File: src/rtl/cpu_pkg.sv
// Shared CPU definitions for the pipeline stages.
//   XLEN           - datapath width
//   NopInstr       - bubble encoding (addi x0,x0,0)
//   DefaultResetPc - PC loaded on reset; the program image starts at word 1
//   if_id_t        - IF/ID pipeline register contents
//   align_word()   - clears the two byte-offset bits of an address
package cpu_pkg;

   localparam int unsigned XLEN = 32;

   localparam logic [XLEN-1:0] NopInstr       = 32'h0000_0013;
   localparam logic [XLEN-1:0] DefaultResetPc = 32'h0000_0004;

   typedef struct packed {
      logic            valid;
      logic [XLEN-1:0] pc;
      logic [XLEN-1:0] pc_plus4;
      logic [XLEN-1:0] instr;
   } if_id_t;

   function automatic logic [XLEN-1:0] align_word(input logic [XLEN-1:0] addr);
      return {addr[XLEN-1:2], 2'b00};
   endfunction

endpackage

File: src/rtl/fetch_stage_if.sv
// Signal bundle between the fetch stage and its surroundings.
//   imem_addr/imem_instr              - combinational instruction memory port
//   stall                             - hazard unit hold request
//   redirect_valid/redirect_target    - EX taken branch or jump
//   if_id_valid/pc/pc_plus4/instr     - IF/ID register towards decode
//   fetch_err                         - sticky misaligned-redirect flag
//   perf_*                            - event counters, only with FETCH_PERF_CNT_EN
// The master modport is the fetch stage; slave is the environment around it.
interface fetch_stage_if;
   import cpu_pkg::*;

   logic [XLEN-1:0] imem_addr;
   logic [XLEN-1:0] imem_instr;
   logic            stall;
   logic            redirect_valid;
   logic [XLEN-1:0] redirect_target;
   logic            if_id_valid;
   logic [XLEN-1:0] if_id_pc;
   logic [XLEN-1:0] if_id_pc_plus4;
   logic [XLEN-1:0] if_id_instr;
   logic            fetch_err;
`ifdef FETCH_PERF_CNT_EN
   logic [31:0]     perf_fetched;
   logic [31:0]     perf_stalled;
   logic [31:0]     perf_flushed;
`endif

   modport master (
      output imem_addr,
      input  imem_instr,
      input  stall,
      input  redirect_valid,
      input  redirect_target,
      output if_id_valid,
      output if_id_pc,
      output if_id_pc_plus4,
      output if_id_instr,
`ifdef FETCH_PERF_CNT_EN
      output perf_fetched,
      output perf_stalled,
      output perf_flushed,
`endif
      output fetch_err
   );

   modport slave (
      input  imem_addr,
      output imem_instr,
      output stall,
      output redirect_valid,
      output redirect_target,
      input  if_id_valid,
      input  if_id_pc,
      input  if_id_pc_plus4,
      input  if_id_instr,
`ifdef FETCH_PERF_CNT_EN
      input  perf_fetched,
      input  perf_stalled,
      input  perf_flushed,
`endif
      input  fetch_err
   );

endinterface

File: src/rtl/fetch_stage_if_id_reg.sv
// IF/ID-style pipeline register with bubble/hold/load controls.
//   clk_i, rst_ni - clock, asynchronous active-low reset
//   bubble_i      - squash: valid=0, instr=NopVal, pc fields keep old values
//   hold_i        - keep current contents (lower priority than bubble)
//   load_i        - capture d_i (lowest priority)
//   d_i / q_o     - register input / output
module if_id_reg
   import cpu_pkg::*;
#(
   parameter logic [XLEN-1:0] NopVal = NopInstr
) (
   input  logic   clk_i,
   input  logic   rst_ni,
   input  logic   bubble_i,
   input  logic   hold_i,
   input  logic   load_i,
   input  if_id_t d_i,
   output if_id_t q_o
);

   if_id_t q_q, q_d;

   always_comb begin
      q_d = q_q;
      if (bubble_i) begin
         q_d.valid = 1'b0;
         q_d.instr = NopVal;
      end else if (load_i && !hold_i) begin
         q_d = d_i;
      end
   end

   always_ff @(posedge clk_i or negedge rst_ni) begin
      if (!rst_ni) begin
         q_q.valid    <= 1'b0;
         q_q.pc       <= '0;
         q_q.pc_plus4 <= '0;
         q_q.instr    <= NopVal;
      end else begin
         q_q <= q_d;
      end
   end

   assign q_o = q_q;

endmodule

File: src/rtl/fetch_stage.sv
// IF stage of the 5-stage RV32I pipeline. Owns the PC, addresses the
// combinational instruction memory and captures the returned word into IF/ID.
//   clk    - rising-edge clock
//   rst_n  - asynchronous active-low reset
//   bus    - fetch_stage_if.master: memory port, stall, redirect, IF/ID outputs,
//            fetch_err and (with FETCH_PERF_CNT_EN) perf_fetched/stalled/flushed
// Per edge: redirect (bubble + load masked target) > stall (hold) > advance.
// Optional feature macro: FETCH_PERF_CNT_EN adds three wrapping 32-bit counters.
module fetch_stage
   import cpu_pkg::*;
#(
   parameter logic [XLEN-1:0] RESET_PC  = DefaultResetPc,
   parameter logic [XLEN-1:0] NOP_INSTR = NopInstr
) (
   input logic          clk,
   input logic          rst_n,
   fetch_stage_if.master bus
);

   logic [XLEN-1:0] pc_q, pc_d;
   logic [XLEN-1:0] pc_plus4;
   logic            err_q, err_d;
   if_id_t          fetch_d;
   if_id_t          if_id_q;

   assign pc_plus4      = pc_q + 32'd4;   // wraps modulo 2^32 by design
   assign bus.imem_addr = pc_q;

   always_comb begin
      pc_d  = pc_q;
      err_d = err_q;
      if (bus.redirect_valid) begin
         // Misaligned targets still load, with the byte offset dropped.
         pc_d = align_word(bus.redirect_target);
         if (bus.redirect_target[1:0] != 2'b00) begin
            err_d = 1'b1;
         end
      end else if (!bus.stall) begin
         pc_d = pc_plus4;
      end
   end

   always_ff @(posedge clk or negedge rst_n) begin
      if (!rst_n) begin
         pc_q  <= RESET_PC;
         err_q <= 1'b0;
      end else begin
         pc_q  <= pc_d;
         err_q <= err_d;
      end
   end

   always_comb begin
      fetch_d.valid    = 1'b1;
      fetch_d.pc       = pc_q;
      fetch_d.pc_plus4 = pc_plus4;
      fetch_d.instr    = bus.imem_instr;
   end

   if_id_reg #(
      .NopVal (NOP_INSTR)
   ) u_if_id (
      .clk_i    (clk),
      .rst_ni   (rst_n),
      .bubble_i (bus.redirect_valid),
      .hold_i   (bus.stall),
      .load_i   (1'b1),
      .d_i      (fetch_d),
      .q_o      (if_id_q)
   );

   assign bus.if_id_valid    = if_id_q.valid;
   assign bus.if_id_pc       = if_id_q.pc;
   assign bus.if_id_pc_plus4 = if_id_q.pc_plus4;
   assign bus.if_id_instr    = if_id_q.instr;
   assign bus.fetch_err      = err_q;

`ifdef FETCH_PERF_CNT_EN
   logic [31:0] fetched_q, stalled_q, flushed_q;

   always_ff @(posedge clk or negedge rst_n) begin
      if (!rst_n) begin
         fetched_q <= '0;
         stalled_q <= '0;
         flushed_q <= '0;
      end else if (bus.redirect_valid) begin
         flushed_q <= flushed_q + 32'd1;
      end else if (bus.stall) begin
         stalled_q <= stalled_q + 32'd1;
      end else begin
         fetched_q <= fetched_q + 32'd1;
      end
   end

   assign bus.perf_fetched = fetched_q;
   assign bus.perf_stalled = stalled_q;
   assign bus.perf_flushed = flushed_q;
`endif

endmodule
File: src/flat_wrapper.sv
// flat-port wrapper written by rule: the top's interface ports become plain ports
module fetch_stage_flat import cpu_pkg::*;
#(
   parameter logic [XLEN-1:0] RESET_PC  = DefaultResetPc,
   parameter logic [XLEN-1:0] NOP_INSTR = NopInstr
)
  (clk, rst_n, bus_imem_addr, bus_imem_instr, bus_stall, bus_redirect_valid, bus_redirect_target, bus_if_id_valid, bus_if_id_pc, bus_if_id_pc_plus4, bus_if_id_instr, bus_fetch_err);
  fetch_stage_if bus_i ();
  input logic clk;
  input logic rst_n;
  output wire logic [$bits(bus_i.imem_addr)-1:0] bus_imem_addr;
  input wire logic [$bits(bus_i.imem_instr)-1:0] bus_imem_instr;
  input wire logic [$bits(bus_i.stall)-1:0] bus_stall;
  input wire logic [$bits(bus_i.redirect_valid)-1:0] bus_redirect_valid;
  input wire logic [$bits(bus_i.redirect_target)-1:0] bus_redirect_target;
  output wire logic [$bits(bus_i.if_id_valid)-1:0] bus_if_id_valid;
  output wire logic [$bits(bus_i.if_id_pc)-1:0] bus_if_id_pc;
  output wire logic [$bits(bus_i.if_id_pc_plus4)-1:0] bus_if_id_pc_plus4;
  output wire logic [$bits(bus_i.if_id_instr)-1:0] bus_if_id_instr;
  output wire logic [$bits(bus_i.fetch_err)-1:0] bus_fetch_err;
  assign bus_imem_addr = bus_i.imem_addr;
  assign bus_i.imem_instr = bus_imem_instr;
  assign bus_i.stall = bus_stall;
  assign bus_i.redirect_valid = bus_redirect_valid;
  assign bus_i.redirect_target = bus_redirect_target;
  assign bus_if_id_valid = bus_i.if_id_valid;
  assign bus_if_id_pc = bus_i.if_id_pc;
  assign bus_if_id_pc_plus4 = bus_i.if_id_pc_plus4;
  assign bus_if_id_instr = bus_i.if_id_instr;
  assign bus_fetch_err = bus_i.fetch_err;
  fetch_stage #(.RESET_PC(RESET_PC), .NOP_INSTR(NOP_INSTR)) u_core (.clk(clk), .rst_n(rst_n), .bus(bus_i));
endmodule
File: config.mk
export PLATFORM = sky130hd
export DESIGN_NAME = fetch_stage_flat
export DESIGN_NICKNAME = d
export VERILOG_FILES = /design/src/rtl/cpu_pkg.sv /design/src/rtl/fetch_stage_if.sv /design/src/rtl/fetch_stage_if_id_reg.sv /design/src/rtl/fetch_stage.sv /design/src/flat_wrapper.sv
export SDC_FILE = /design/constraint.sdc
export NUM_CORES = 1
export LEC_CHECK = 0
export ABC_CLOCK_PERIOD_IN_PS = 6900
export BUFFER_PORTS_ARGS = -buffer_cell sky130_fd_sc_hd__buf_2
export CORE_ASPECT_RATIO = 1.1
export CORE_UTILIZATION = 55
export CTS_CLUSTER_SIZE = 12
export DETAILED_ROUTE_END_ITERATION = 10
export MAX_ROUTING_LAYER = met4
export PLACE_DENSITY = 0.91
export SETUP_SLACK_MARGIN = 0.5
export SLEW_MARGIN = 5
export SYNTH_ARGS = -nofsm -noshare
export SYNTH_HDL_FRONTEND = slang
export SYNTH_SLANG_ARGS = --single-unit
File: constraint.sdc
create_clock -name clk -period 6.9 [get_ports clk]
set_input_delay 0.345 -clock clk [delete_from_list [all_inputs] [get_ports clk]]
set_output_delay 0.345 -clock clk [all_outputs]
set_load 0.01 [all_outputs]
==> run summary <==
mux cell area share after synthesis: 0.0556
Clock Skew: 0.0126 ns
Initial DRC Count: 661
top-area cell type share of the netlist area: 0.505
routed via count: 5625
Synth Area in XOR/XNOR: 0.0324
Clock Tree Buf Depth: 2
Final Util: 0.708
clk slew on worst S/H paths: 0.05 ns
Syn Area/Cell: 9.39 um^2
area grow syn2layout: 24.5%
die area: 11200 um^2
Max-slew headroom: 0.315
Area contributors post-synth: dfrtp_1 (51%), nand2_1 (7.4%), mux2i_1 (5.6%), nor2_1 (4.1%), o21ai_0 (3.3%)
final-report setup violation count: 0
grt ovf: 0
fraction of the yosys area taken by sequential cells: 0.523
share of cells above drive strength 1: 0.289
CTS sink cnt: 124
CTS tree: built
post-synthesis compound-gate area fraction: 0.101
RePlAce Congestion: 0.914
post-CTS setup buffer count: 0
min Tclk post-route: 3.11 ns
Startpoint Class: flop
diodes inserted: 0
initial antenna violation count: 0
Global Route Usage Sum: 0.321
DR WL/cell: 17.7 um
core area: 10400 um^2
Seq pwr share: 0.443
fill count: 789
Worst Slack Setup Final: 3.79 ns
CTS Buf Count: 17
pin count of the biggest net entering global routing: 76
total leakage power: 3.58 nW
Worst Path Max Fanout: 19
DIE HEIGHT: 111 um
Synth Instances: 633
PD cells: 273 nW/um^2
Nets: 862
Final TNS setup: 0 ns
outcome: finished clean
unrepaired setup endpoints after global routing: false
EDFF count, synth: 0
non-filler instance count after layout: 949
clock insertion delay at the later pin of the skew report: 0.41 ns
largest area contributor in the netlist: dfrtp_1
Hold Slack: 0.152 ns
Sw Ratio: 0.285
IO Count: 198
Worst R2R Setup Slack: 3.79 ns
Port Buffer Count: 191
Comb power frac: 0.165
Int Pwr: 1.44 mW
Post-synth ARST share: 1.00
Post-Route WL: 16800 um
Pins Over Slew Limit: 0
Worst Path Required: 7.23 ns
first drt pass iteration count: 7
Primary FF master, synth: dfrtp_1
Initial Util: 0.569
Ys Warns: 0
first-pass GRT wire length: 26700 um
# DRC: 0
Crit Path Class: reg2reg
WP data arrival: 3.44 ns
Distinct cells, synth: 44
dpl hpwl: 11200 um
count leader, synth: dfrtp_1
CTS Root Cell: clkbuf_16
Slew @ Worst Pin: 1.03 ns
Via density: 5.93
dpl cells: 916
H-tree levels: 4
Final period util: 0.451
pre-CTS setup slack: 3.90 ns
# rows: 39
HP Class: in2reg
Adder-Cell Fraction of Synth Area: 0.00211
Fmax achieved: 0.321 GHz
Die Width: 101 um
Post-synth top cells: dfrtp_1 (120), nand2_1 (117), nor2_1 (65), o21ai_0 (39), clkbuf_1 (38)
synthesized area: 5940 um^2
remaining antenna violation count: 0
max-cap violations: 0
clock group share of total power: 0.392
count of final hold-check violations: 0
simple-gate area share of the yosys netlist: 0.235
largest family of logic cells by synthesized area: simple AND/OR/NAND/NOR gates
maximum vdd drop: 0.171 mV
Net Sw Power: 0.575 mW
vias in the first global route: 5428
Synth Register Bits: 124
crit end category: flop
## cells in the final DEF (no fill, tap or decap), types with 6 or more instances in the layout
cell type and instances:
and2_1 6, a31oi_1 21, mux2i_1 33, nor3_1 8
clkbuf_16 17, or4_1 19, dfrtp_1 120, inv_1 6
xnor2_1 18, buf_2 190, nor2_1 64, o21ai_0 39
or3_1 12, nand3_1 17, a22oi_1 6, nand2_1 117
clkbuf_1 8, conb_1 6, nand4_1 15, nor4_1 8
o31ai_1 11
## area by class of cell
cell class,count,area [um^2],area share
clock buffer,29,510,0.0690
tap,143,179,0.0242
timing repair buffer,196,998,0.135
sequential,124,3110,0.420
multi-input combinational,448,2560,0.346
clock inverter,3,15.0,0.00203
inverter,6,22.5,0.00305
## metal layers
metal	share of wire	GRT usage
met1	0.39	0.405
met2	0.48	0.488
met3	0.089	0.0681
met4	0.044	0.161
met5	0	-
## worst paths after layout
| check | startpoint | end | depth (start not counted) |
|---|---|---|---|
| worst max-delay path | u_core.bus.imem_addr[2]$_DFFE_PN1N_ | u_core.bus.imem_addr[28]$_DFFE_PN0N_ | 5 |
| min in group asynchronous | rst_n | u_core.u_if_id.q_o[31]$_DFFE_PN0N_ | 2 |
| worst min-delay path | bus_redirect_target[13] | u_core.bus.imem_addr[13]$_DFFE_PN0N_ | 3 |
| worst max register to register | u_core.bus.imem_addr[2]$_DFFE_PN1N_ | u_core.bus.imem_addr[28]$_DFFE_PN0N_ | 5 |
| worst min register to register | u_core.u_if_id.q_o[69]$_DFFE_PN0P_ | u_core.u_if_id.q_o[69]$_DFFE_PN0P_ | 2 |
| max in group asynchronous | rst_n | u_core.u_if_id.q_o[57]$_DFFE_PN0P_ | 3 |
## power by group through the flow
stage | Clock [mW] | Combinational (mW) | Sequential [mW]
finish | 0.791 | 0.333 | 0.895
global route | 0.832 | 0.367 | 0.904
CTS | 0.796 | 0.334 | 0.892
detailed placement | 0 | 0.331 | 0.901
global placement | 0 | 0.320 | 0.895
floorplan | 0 | 0.157 | 0.914
## through the flow
step	power (mW)	cell area, um^2
2_1_floorplan	1.07	5960
3_5_place_dp	1.23	6860
4_1_cts	2.02	7400
6_report	2.02	7400
3_3_place_gp	1.21	6860
5_1_grt	2.10	7400
## cells by family (layout without fill, tap and decap cells)
| group | after synthesis | after routing |
|---|---|---|
| AO/OA/AOI/OAI | 95 | 95 |
| XOR/XNOR | 22 | 22 |
| adder cells (fa/ha/maj) | 1 | 1 |
| buffers and inverters | 66 | 234 |
| flip-flops | 124 | 124 |
| multiplexers | 33 | 33 |
| other | 1 | 6 |
| AND/OR/NAND/NOR | 291 | 291 |
## critical path: stages, from the launching register on
cell and delay, ns:
dfstp_2 0.59, ha_1 0.27, nand4_1 0.43, or4_1 0.95
or4_1 0.60, a31oi_1 0.19
## sequential cells by signal, indices dropped and copies added, names as in the netlist
signal and flops:
u_core.bus.imem_addr 30, u_core.u_if_id.q_o 93, u_core.bus.fetch_err 1
## what timing repair did
action	CTS	global route
resized for setup	0	0
hold buffers	1	0
hold endpoints to repair	46	0
Note: power is estimated with default switching activity, not from simulation.
